## config.mk

```make
export PLATFORM = sky130hd
export DESIGN_NAME = imem_boot_loader_flat
export DESIGN_NICKNAME = d
export VERILOG_FILES = /design/src/rtl/imem_boot_loader_if.sv /design/src/rtl/imem_boot_loader.sv /design/src/flat_wrapper.sv
export SDC_FILE = /design/constraint.sdc
export NUM_CORES = 1
export LEC_CHECK = 0
export ABC_CLOCK_PERIOD_IN_PS = 7400
export CAP_MARGIN = 20
export CORE_MARGIN = 3
export CORE_UTILIZATION = 40
export CTS_CLUSTER_DIAMETER = 120
export DETAILED_ROUTE_END_ITERATION = 6
export GPL_ROUTABILITY_DRIVEN = 1
export MAX_ROUTING_LAYER = met4
export PLACE_DENSITY_LB_ADDON = 0.25
export SKIP_LAST_GASP = 1
export SLEW_MARGIN = 20
export SYNTH_ARGS = -nofsm -noshare
export SYNTH_HDL_FRONTEND = slang
export SYNTH_SLANG_ARGS = --single-unit
```

## constraint.sdc

```tcl
create_clock -name clk -period 7.4 [get_ports clk]
set_input_delay 1.11 -clock clk [delete_from_list [all_inputs] [get_ports clk]]
set_output_delay 1.11 -clock clk [all_outputs]
set_load 0.01 [all_outputs]
```

## src/rtl/imem_boot_loader_if.sv

```systemverilog
// Boot-loader bus: UART byte input, imem write port and CPU/status outputs.
interface imem_boot_loader_if;
   logic        enable;
   logic        uart_v;
   logic [7:0]  uart_d;
   logic        we;
   logic [31:0] wa;
   logic [31:0] wd;
   logic        cpu_hold;
   logic        busy;
   logic        done;
   logic [1:0]  err_code;

   modport master (
      output enable, uart_v, uart_d,
      input  we, wa, wd, cpu_hold, busy, done, err_code
   );

   modport slave (
      input  enable, uart_v, uart_d,
      output we, wa, wd, cpu_hold, busy, done, err_code
   );
endinterface

```

## src/rtl/imem_boot_loader.sv

```systemverilog
// Framed UART boot loader: parses magic/len/payload/csum, writes LE words to imem, gates CPU.
// All outputs registered; we fires the cycle after a word's 4th byte. No backpressure: bytes are never stalled.
module imem_boot_loader #(
   parameter logic [7:0] MAGIC     = 8'hA5,
   parameter int         MAX_WORDS = 256,
   parameter int         TIMEOUT   = 1_000_000,
   parameter int         CNT_W     = 20
) (
   input  logic              clk,
   input  logic              rstn,
   imem_boot_loader_if.slave bus
);
   localparam logic [2:0] IDLE   = 3'd0;
   localparam logic [2:0] SYNC   = 3'd1;
   localparam logic [2:0] LEN_LO = 3'd2;
   localparam logic [2:0] LEN_HI = 3'd3;
   localparam logic [2:0] DATA   = 3'd4;
   localparam logic [2:0] CSUM   = 3'd5;
   localparam logic [2:0] DONE   = 3'd6;
   localparam logic [2:0] ERROR  = 3'd7;

   localparam logic [16:0]      MAX_W   = 17'(MAX_WORDS);
   localparam logic [CNT_W-1:0] TO_LAST = CNT_W'(TIMEOUT - 1);

   logic [2:0]       state, state_n;
   logic [1:0]       err_n;
   logic             done_n;
   logic             busy_n;
   logic             hold_n;
   logic [15:0]      len;
   logic [15:0]      len_full;
   logic [1:0]       byte_cnt;
   logic [7:0]       csum;
   logic [CNT_W-1:0] tcnt;
   logic             in_frame;
   logic             active;
   logic             last_word;

   assign in_frame  = (state >= LEN_LO) && (state <= CSUM);
   assign active    = (state >= SYNC) && (state <= CSUM);
   assign last_word = (bus.wa == ({16'd0, len} - 32'd1));

   always_comb begin
      state_n  = state;
      err_n    = bus.err_code;
      done_n   = bus.done;
      len_full = {bus.uart_d, len[7:0]};
      case (state)
         IDLE: if (bus.enable) begin
            state_n = SYNC;
            err_n   = 2'd0;
            done_n  = 1'b0;
         end
         SYNC:   if (bus.uart_v && bus.uart_d == MAGIC) state_n = LEN_LO;
         LEN_LO: if (bus.uart_v) state_n = LEN_HI;
         LEN_HI: if (bus.uart_v) begin
            if (len_full == 16'd0 || {1'b0, len_full} > MAX_W) begin
               state_n = ERROR;
               err_n   = 2'd1;
            end else begin
               state_n = DATA;
            end
         end
         DATA: if (bus.uart_v && byte_cnt == 2'd3 && last_word) state_n = CSUM;
         CSUM: if (bus.uart_v) begin
            if (bus.uart_d == csum) begin
               state_n = DONE;
               done_n  = 1'b1;
            end else begin
               state_n = ERROR;
               err_n   = 2'd2;
            end
         end
         DONE, ERROR: if (!bus.enable) state_n = IDLE;
         default: state_n = IDLE;
      endcase
      // A byte arriving on the expiry cycle wins over the timeout; abort overrides everything.
      if (in_frame && !bus.uart_v && tcnt == TO_LAST) begin
         state_n = ERROR;
         err_n   = 2'd3;
      end
      if (active && !bus.enable) begin
         state_n = ERROR;
         err_n   = 2'd3;
      end
   end

   assign busy_n = (state_n >= SYNC) && (state_n <= CSUM);
   // After any error the CPU stays held until a later load succeeds.
   assign hold_n = (state_n == IDLE) ? (err_n != 2'd0) : (state_n != DONE);

   always_ff @(posedge clk or negedge rstn) begin
      if (!rstn) begin
         state        <= IDLE;
         bus.we       <= 1'b0;
         bus.wa       <= 32'd0;
         bus.wd       <= 32'd0;
         bus.busy     <= 1'b0;
         bus.done     <= 1'b0;
         bus.err_code <= 2'd0;
         bus.cpu_hold <= 1'b0;
         len          <= 16'd0;
         byte_cnt     <= 2'd0;
         csum         <= 8'd0;
         tcnt         <= '0;
      end else begin
         state        <= state_n;
         bus.err_code <= err_n;
         bus.done     <= done_n;
         bus.busy     <= busy_n;
         bus.cpu_hold <= hold_n;
         bus.we       <= 1'b0;
         if (bus.we) bus.wa <= bus.wa + 32'd1;
         tcnt <= (in_frame && !bus.uart_v) ? tcnt + CNT_W'(1) : '0;
         if (state == IDLE && bus.enable) begin
            bus.wa   <= 32'd0;
            csum     <= 8'd0;
            byte_cnt <= 2'd0;
            len      <= 16'd0;
         end
         if (bus.uart_v && bus.enable) begin
            case (state)
               LEN_LO: len[7:0]  <= bus.uart_d;
               LEN_HI: len[15:8] <= bus.uart_d;
               DATA: begin
                  // Shift in from the top so byte 0 ends up in wd[7:0].
                  bus.wd   <= {bus.uart_d, bus.wd[31:8]};
                  csum     <= csum + bus.uart_d;
                  byte_cnt <= byte_cnt + 2'd1;
                  if (byte_cnt == 2'd3) bus.we <= 1'b1;
               end
               default: ;
            endcase
         end
      end
   end
endmodule

```

## src/flat_wrapper.sv

```systemverilog
// flat-port wrapper written by rule: the top's interface ports become plain ports
module imem_boot_loader_flat 
#(
   parameter logic [7:0] MAGIC     = 8'hA5,
   parameter int         MAX_WORDS = 256,
   parameter int         TIMEOUT   = 1_000_000,
   parameter int         CNT_W     = 20
)
  (clk, rstn, bus_enable, bus_uart_v, bus_uart_d, bus_we, bus_wa, bus_wd, bus_cpu_hold, bus_busy, bus_done, bus_err_code);
  imem_boot_loader_if bus_i ();
  input  logic clk;
  input  logic rstn;
  input wire logic [$bits(bus_i.enable)-1:0] bus_enable;
  input wire logic [$bits(bus_i.uart_v)-1:0] bus_uart_v;
  input wire logic [$bits(bus_i.uart_d)-1:0] bus_uart_d;
  output wire logic [$bits(bus_i.we)-1:0] bus_we;
  output wire logic [$bits(bus_i.wa)-1:0] bus_wa;
  output wire logic [$bits(bus_i.wd)-1:0] bus_wd;
  output wire logic [$bits(bus_i.cpu_hold)-1:0] bus_cpu_hold;
  output wire logic [$bits(bus_i.busy)-1:0] bus_busy;
  output wire logic [$bits(bus_i.done)-1:0] bus_done;
  output wire logic [$bits(bus_i.err_code)-1:0] bus_err_code;
  assign bus_i.enable = bus_enable;
  assign bus_i.uart_v = bus_uart_v;
  assign bus_i.uart_d = bus_uart_d;
  assign bus_we = bus_i.we;
  assign bus_wa = bus_i.wa;
  assign bus_wd = bus_i.wd;
  assign bus_cpu_hold = bus_i.cpu_hold;
  assign bus_busy = bus_i.busy;
  assign bus_done = bus_i.done;
  assign bus_err_code = bus_i.err_code;
  imem_boot_loader #(.MAGIC(MAGIC), .MAX_WORDS(MAX_WORDS), .TIMEOUT(TIMEOUT), .CNT_W(CNT_W)) u_core (.clk(clk), .rstn(rstn), .bus(bus_i));
endmodule
```

==> results of run 1 <==
[Yosys cell counts, types with 4 or more instances]
master    number  area [sq um]
o211ai_1       4          30.0
a21oi_1       18          90.1
and2_1         6          37.5
nor4_1        16           100
or3_1         13          81.3
o21ai_0       17          85.1
inv_1         14          52.6
mux2_2        32           360
xor2_1        40           350
clkbuf_1      18          67.6
nand3_1       18          90.1
a22o_1        17           149
and3_1        11          68.8
o21bai_1       4          30.0
xnor2_1       31           272
nand2b_1       6          37.5
nor3_1        12          60.1
and4_1         6          52.6
nor2_1        63           236
dfrtp_1      119          2980
ha_1          11           138
nand4_1       15          93.8
nand2_1       43           161
[layout make-up]
cell class,count,share of cell area
multi-input cells,435,0.387
flip-flops and latches,119,0.382
repair buffers,85,0.108
clock buffers,22,0.0622
well taps,184,0.0296
clock inverters,8,0.0247
inverters,14,0.00675
[power by group through the flow]
stage / registers [uW] / logic [uW] / clock network (uW)
2_1_floorplan: 1120 / 718 / 0
3_3_place_gp: 1140 / 1200 / 0
3_5_place_dp: 1150 / 1220 / 0
4_1_cts: 1140 / 1230 / 956
5_1_grt: 1180 / 1340 / 981
6_report: 1140 / 1220 / 940
[layer usage]
metal  up-vias  share of wire  wire length [um]
met5         -              0                 0
met4         0          0.020               287
met3        24          0.040               586
met2       136           0.48              7020
met1      2372           0.46              6690
li1       2292              -                 -
[sequential cells by signal, summed over array words and instances, names as in the netlist]
register,count
u_core.len,16
u_core.bus.err_code,2
u_core.bus.cpu_hold,1
u_core.bus.busy,1
u_core.bus.wd,32
u_core.tcnt,20
u_core.byte_cnt,2
u_core.bus.we,1
u_core.state,3
u_core.csum,8
u_core.bus.wa,32
u_core.bus.done,1
[worst max-delay path, delay by kind of cell]
family	cells	cell delay [ns]
AND/OR/NAND/NOR	3	1.71
AO/OA/AOI/OAI	2	0.22
buffers and inverters	1	0.70
[logic make-up (layout without fill, tap and decap cells)]
| logic type | Yosys count | count (layout) |
|---|---|---|
| and+or+nand+nor | 227 | 227 |
| DFF | 119 | 119 |
| AOI/OAI and AO/OA | 89 | 89 |
| xor gates and xnor gates | 72 | 72 |
| muxes | 35 | 35 |
| buffers and inverters | 35 | 129 |
| adders and majority gates | 12 | 12 |
[layout by cell type (no fill, tap or decap), drive strengths merged, types with 4 or more instances in the layout]
cell type / Yosys / routed
a21oi: 18 / 18
a22o: 18 / 18
and2: 6 / 6
and3: 11 / 11
and4: 6 / 6
buf: 3 / 5
bufinv: 0 / 6
clkbuf: 18 / 22
clkdlybuf4s50: 0 / 80
dfrtp: 119 / 119
ha: 11 / 11
inv: 14 / 14
mux2: 32 / 32
nand2: 43 / 43
nand2b: 6 / 6
nand3: 18 / 18
nand4: 15 / 15
nor2: 63 / 63
nor3: 12 / 12
nor4: 16 / 16
o211ai: 4 / 4
o21ai: 17 / 17
o21bai: 4 / 4
or3: 13 / 13
or4: 5 / 5
xnor2: 32 / 32
xor2: 40 / 40
[worst paths after layout]
kind / end
setup / recovery: u_core.csum[7]
hold / removal: u_core.csum[6]
setup reg to reg: u_core.bus.cpu_hold
hold reg to reg: u_core.csum[6]
max in group asynchronous: u_core.tcnt[15]
min in group asynchronous: u_core.bus.wa[6]
[per-stage QoR]
step / hold slack, ns / utilization / setup WS [ns]
CTS: 0.494 / 0.528 / 3.97
global placement: 0.473 / 0.482 / 3.60
global route: 0.506 / 0.528 / 3.80
finish: 0.487 / 0.528 / 4.00
detailed placement: 0.482 / 0.482 / 3.53
floorplan: 0.447 / - / 4.50
==> impl_metrics.ini, run 1 <==
[status]
status = completed

[power]
pwr-share-comb = 0.368
internal-power_uw = 2170
ir_worst_vdd_mv = 0.188
power_density_nw_per_um2 = 424
clock_power_share = 0.285
p_seq_frac = 0.347
p_sw_uw = 1130
leakage_uw = 0.00338
swShare = 0.342
fin_total_pwr_uw = 3300

[cells_and_area]
nets = 696
area_growth_pct = 27.3
regArea_sq_um = 2980
design_area_sq_um = 7790
drive_gt1_frac = 0.117
finalNonFillerCells = 867
fillers = 1295
num_antenna_cells = 0
multi_input_area_sq_um = 3010

[worst_setup_path]
timing.critical_path.mode_cell = or3_1
required_ns = 7.75
slowest_delay_ns = 0.80
endpoint_kind = flip-flop
path_cells = clkdlybuf4s50_1 > nand3_2 > or3_1 > or3_1 > o211ai_1 > a31o_1
cp_slowest_cell = nand3_2
crit_arrival_ns = 3.75
r2r_slack_ns = 4.16
worstSetupPathType = in2reg
cp-start-kind = primary input
rr_worst_depth = 7
crit_path_max_fanout = 40
critPathLaunch = bus_uart_v
reg2reg_from = u_core.len[2]

[sta]
setup-tns-final_ns = 0
worst_slew_pin_slew_ns = 0.928
setup_viol = 0
finalHoldViolations = 0
period_needed_ns = 3.40
drv_slew = 0
slew_headroom = 0.381
rsz0062_at_grt = false
fin_skew_ns = 0.00668
final.period_utilization = 0.459
max_freq_mhz = 294

[floorplan]
die_h_um = 130
dieArea_sq_um = 16800
initial_core_util = 0.415
core_area_sq_um = 14800
die_w_um = 130
num_rows = 44
ioPinCount = 82

[route]
drc = 0
routedWlPerCell_um = 16.8
viasPerCell = 5.56
vias = 4824
first_pass_iters = 5
wirelength_mm = 14.6
drtIter0Drc = 347
postRouteAntennaNets = 0

[cts]
cts_root_buf = clkbuf_16
tritoncts = yes
worstSkewPairLatency_ns = 0.41
cts_setup_buffers = 0
cts.repair.resized = 0
hold_buffers = 0
clk_path_buf_depth = 2
clock_sinks = 119
cts_buffers = 17
clkTransAtPathRegs_ns = 0.05
htreeDepth = 4

[placed_design]
portBuffers = 81
dp_hpwl_mm = 10.3
postPlaceCellArea_sq_um = 7110
dpl.cell_count = 837
gp_congestion = 0.858

[grt]
grt_util_met2 = 0.285
antenna_found_initial = 0
busiest_layer = met2
grt_pass1_wl_mm = 24.1
grt_pass1_vias = 4663
grt-ovfl-total = 0
grtUsageTotal = 0.187
use_met3 = 0.0409
grt_max_degree = 68
grt_use_met1 = 0.246

[logic_synthesis]
synth-compound-area-share = 0.105
yosys.area_share.simple = 0.192
synth-edff-count = 0
synthAdderAreaFrac = 0.0258
synth_ff_type = dfrtp_1
synth-xor-area-share = 0.104
synth_cell_types = 56
ys_ff_latch = 119
synthesis.area_sq_um = 6120
synth_top_family_by_area = simple AND/OR/NAND/NOR gates
async_flop_share = 1.00
avgSynthCellArea_sq_um = 10.4
synthMuxAreaShare = 0.0638
synth_warnings = 0
synth_fp_nets = 613
ys_seq_area_frac = 0.487
synth_cells = 589

[min_path]
hp-class = reg2reg
min-delay-start = u_core.csum[6]
hold_path_depth = 2

[job]
drv_cap = 0
Power figures use the tool's default switching activity.
==> run 2: changes to the inputs <==
--- a/config.mk
+++ b/config.mk
@@ -5,7 +5,7 @@
 export SDC_FILE = /design/constraint.sdc
 export NUM_CORES = 1
 export LEC_CHECK = 0
-export ABC_CLOCK_PERIOD_IN_PS = 7400
+export ABC_CLOCK_PERIOD_IN_PS = 2880
 export CAP_MARGIN = 20
 export CORE_MARGIN = 3
 export CORE_UTILIZATION = 40
==> constraint.sdc (replaced) <==
create_clock -name clk -period 2.88 [get_ports clk]
set_input_delay 0.432 -clock clk [delete_from_list [all_inputs] [get_ports clk]]
set_output_delay 0.432 -clock clk [all_outputs]
set_load 0.01 [all_outputs]
==> run 2 against run 1 <==
Register-to-register slack lost 4.1 ns. Critical path type is now reg2reg. Hold slack got worse by 0.45 ns. Global-route usage grew 0.52 points. Sequential power increased to 2.5 times the previous value.
==> impl_metrics.ini, run 2 (synthesis results as in run 1) <==
[sta]
slew_headroom = 0.563
setup_viol = 0
fin_skew_ns = 0.00496
period_needed_ns = 2.79
rsz0062_at_grt = false
drv_slew = 0
worst_slew_pin_slew_ns = 0.653
final.period_utilization = 0.970
setup-tns-final_ns = 0
holdWs_ns = 0.0391
finalHoldViolations = 0
max_freq_mhz = 358

[cts]
htreeDepth = 4
clkTransAtPathRegs_ns = 0.05
cts_root_buf = clkbuf_16
clk_path_buf_depth = 2
tritoncts = yes
cts_buffers = 17
worstSkewPairLatency_ns = 0.41
clock_sinks = 119

[worst_setup_path]
worst-path-buf-inv = 1
endpoint_kind = flip-flop
critical-path-top-delay-family = simple AND/OR/NAND/NOR gates
path_cells = inv_1 > ha_2 > or3b_2 > or4_4 > xnor2_2 > nand2_1 > or4_4 > o41ai_4 > o21bai_1
timing.critical_path.mode_cell = or4_4
crit_arrival_ns = 3.12
cp-start-kind = flip-flop
worstSetupPathType = reg2reg
cp_slowest_cell = or3b_2
slowest_delay_ns = 0.50
required_ns = 3.21
crit_path_max_fanout = 4

[route]
vias = 4899
postRouteAntennaNets = 0
first_pass_iters = 6
viasPerCell = 5.48
drtIter0Drc = 363
routedWlPerCell_um = 16.9
drc = 0
wirelength_mm = 15.1

[grt]
grt_max_degree = 49
grt-ovfl-total = 0
grt_pass1_vias = 4872
antenna_found_initial = 0
grt_pass1_wl_mm = 24.9
grtUsageTotal = 0.192

[status]
status = completed

[power]
power_density_nw_per_um2 = 1050
ir_worst_vdd_mv = 0.501
fin_total_pwr_uw = 8320
leakage_uw = 0.00347

[job]
drv_cap = 0

[floorplan]
die_h_um = 130
core_area_sq_um = 14800
ioPinCount = 82
num_rows = 44
initial_core_util = 0.415
die_w_um = 130
dieArea_sq_um = 16800

[cells_and_area]
num_antenna_cells = 0
finalNonFillerCells = 894
final_common_cell = dfrtp_1
post-route-util = 0.538
reg_top3 = u_core.bus.wa: 32 flops, u_core.bus.wd: 32 flops, u_core.tcnt: 20 flops
nets = 722
drive_gt1_frac = 0.158
area_growth_pct = 29.7
final_cell_mix = dfrtp_1, clkdlybuf4s50_1, nor2_1

[placed_design]
dpl.cell_count = 863
gp_congestion = 0.936
portBuffers = 81
dp_hpwl_mm = 10.7

[min_path]
hp-class = in2async
==> run 2: path summary, 6_finish.rpt <==
kind	startpoint	end	slack [ns]	depth (start not counted)
max reg2reg	u_core.len[0]	u_core.bus.cpu_hold	0.09	9
max	u_core.len[0]	u_core.bus.cpu_hold	0.09	9
min in group clk	u_core.tcnt[0]	u_core.tcnt[0]	0.49	1
min	rstn	u_core.bus.wd[0]	0.04	1
max in group asynchronous	rstn	u_core.bus.wa[18]	2.08	2
min reg2reg	u_core.tcnt[0]	u_core.tcnt[0]	0.49	1
==> run 2: per-stage QoR <==
stage	instance area, sq um	worst slack [ns]
6_report	7940	0.0856
5_1_grt	7940	0.00401
4_1_cts	7910	0.0540
3_5_place_dp	7320	0.0278
3_3_place_gp	7320	0.0499
2_1_floorplan	6120	0.109
==> run 2: cell type report <==
type                            instances  area (sq um)
Multi-Input combinational cell        435          3030
Timing Repair Buffer                  111          1050
Inverter                               14          52.6
Fill cell                            1306          6820
Tap cell                              184           230
Sequential cell                       119          2980
Clock inverter                          8          95.1
Clock buffer                           23           498
==> run 2: where the power goes <==
part / internal (uW) / switching [uW] / total, uW
logic: 1790 / 1570 / 3360
clock network: 1380 / 721 / 2100
registers: 2220 / 643 / 2870
total: 5390 / 2930 / 8320
==> run 2: worst register-to-register path, delay by kind of cell (launching register included) <==
kind | cells | cell delay (ns)
AOI/OAI and AO/OA | 2 | 0.44
xor gates and xnor gates | 1 | 0.13
adders and majority gates | 1 | 0.20
buffers and inverters | 1 | 0.06
DFF | 1 | 0.37
and+or+nand+nor | 4 | 1.50
==> run 2: per-layer routing <==
metal  routed length (um)  GRT usage  share of wire
met5                    0          -              0
met4                  203     0.0538          0.013
met3                  579     0.0446          0.038
met2                 7340      0.298           0.49
met1                 6950      0.255           0.46
==> run 2: what timing repair did <==
item	in CTS	in global routing
endpoints found under the setup margin	0	1
gates resized for setup	0	6
buffers inserted	0	0
hold buffers	0	0
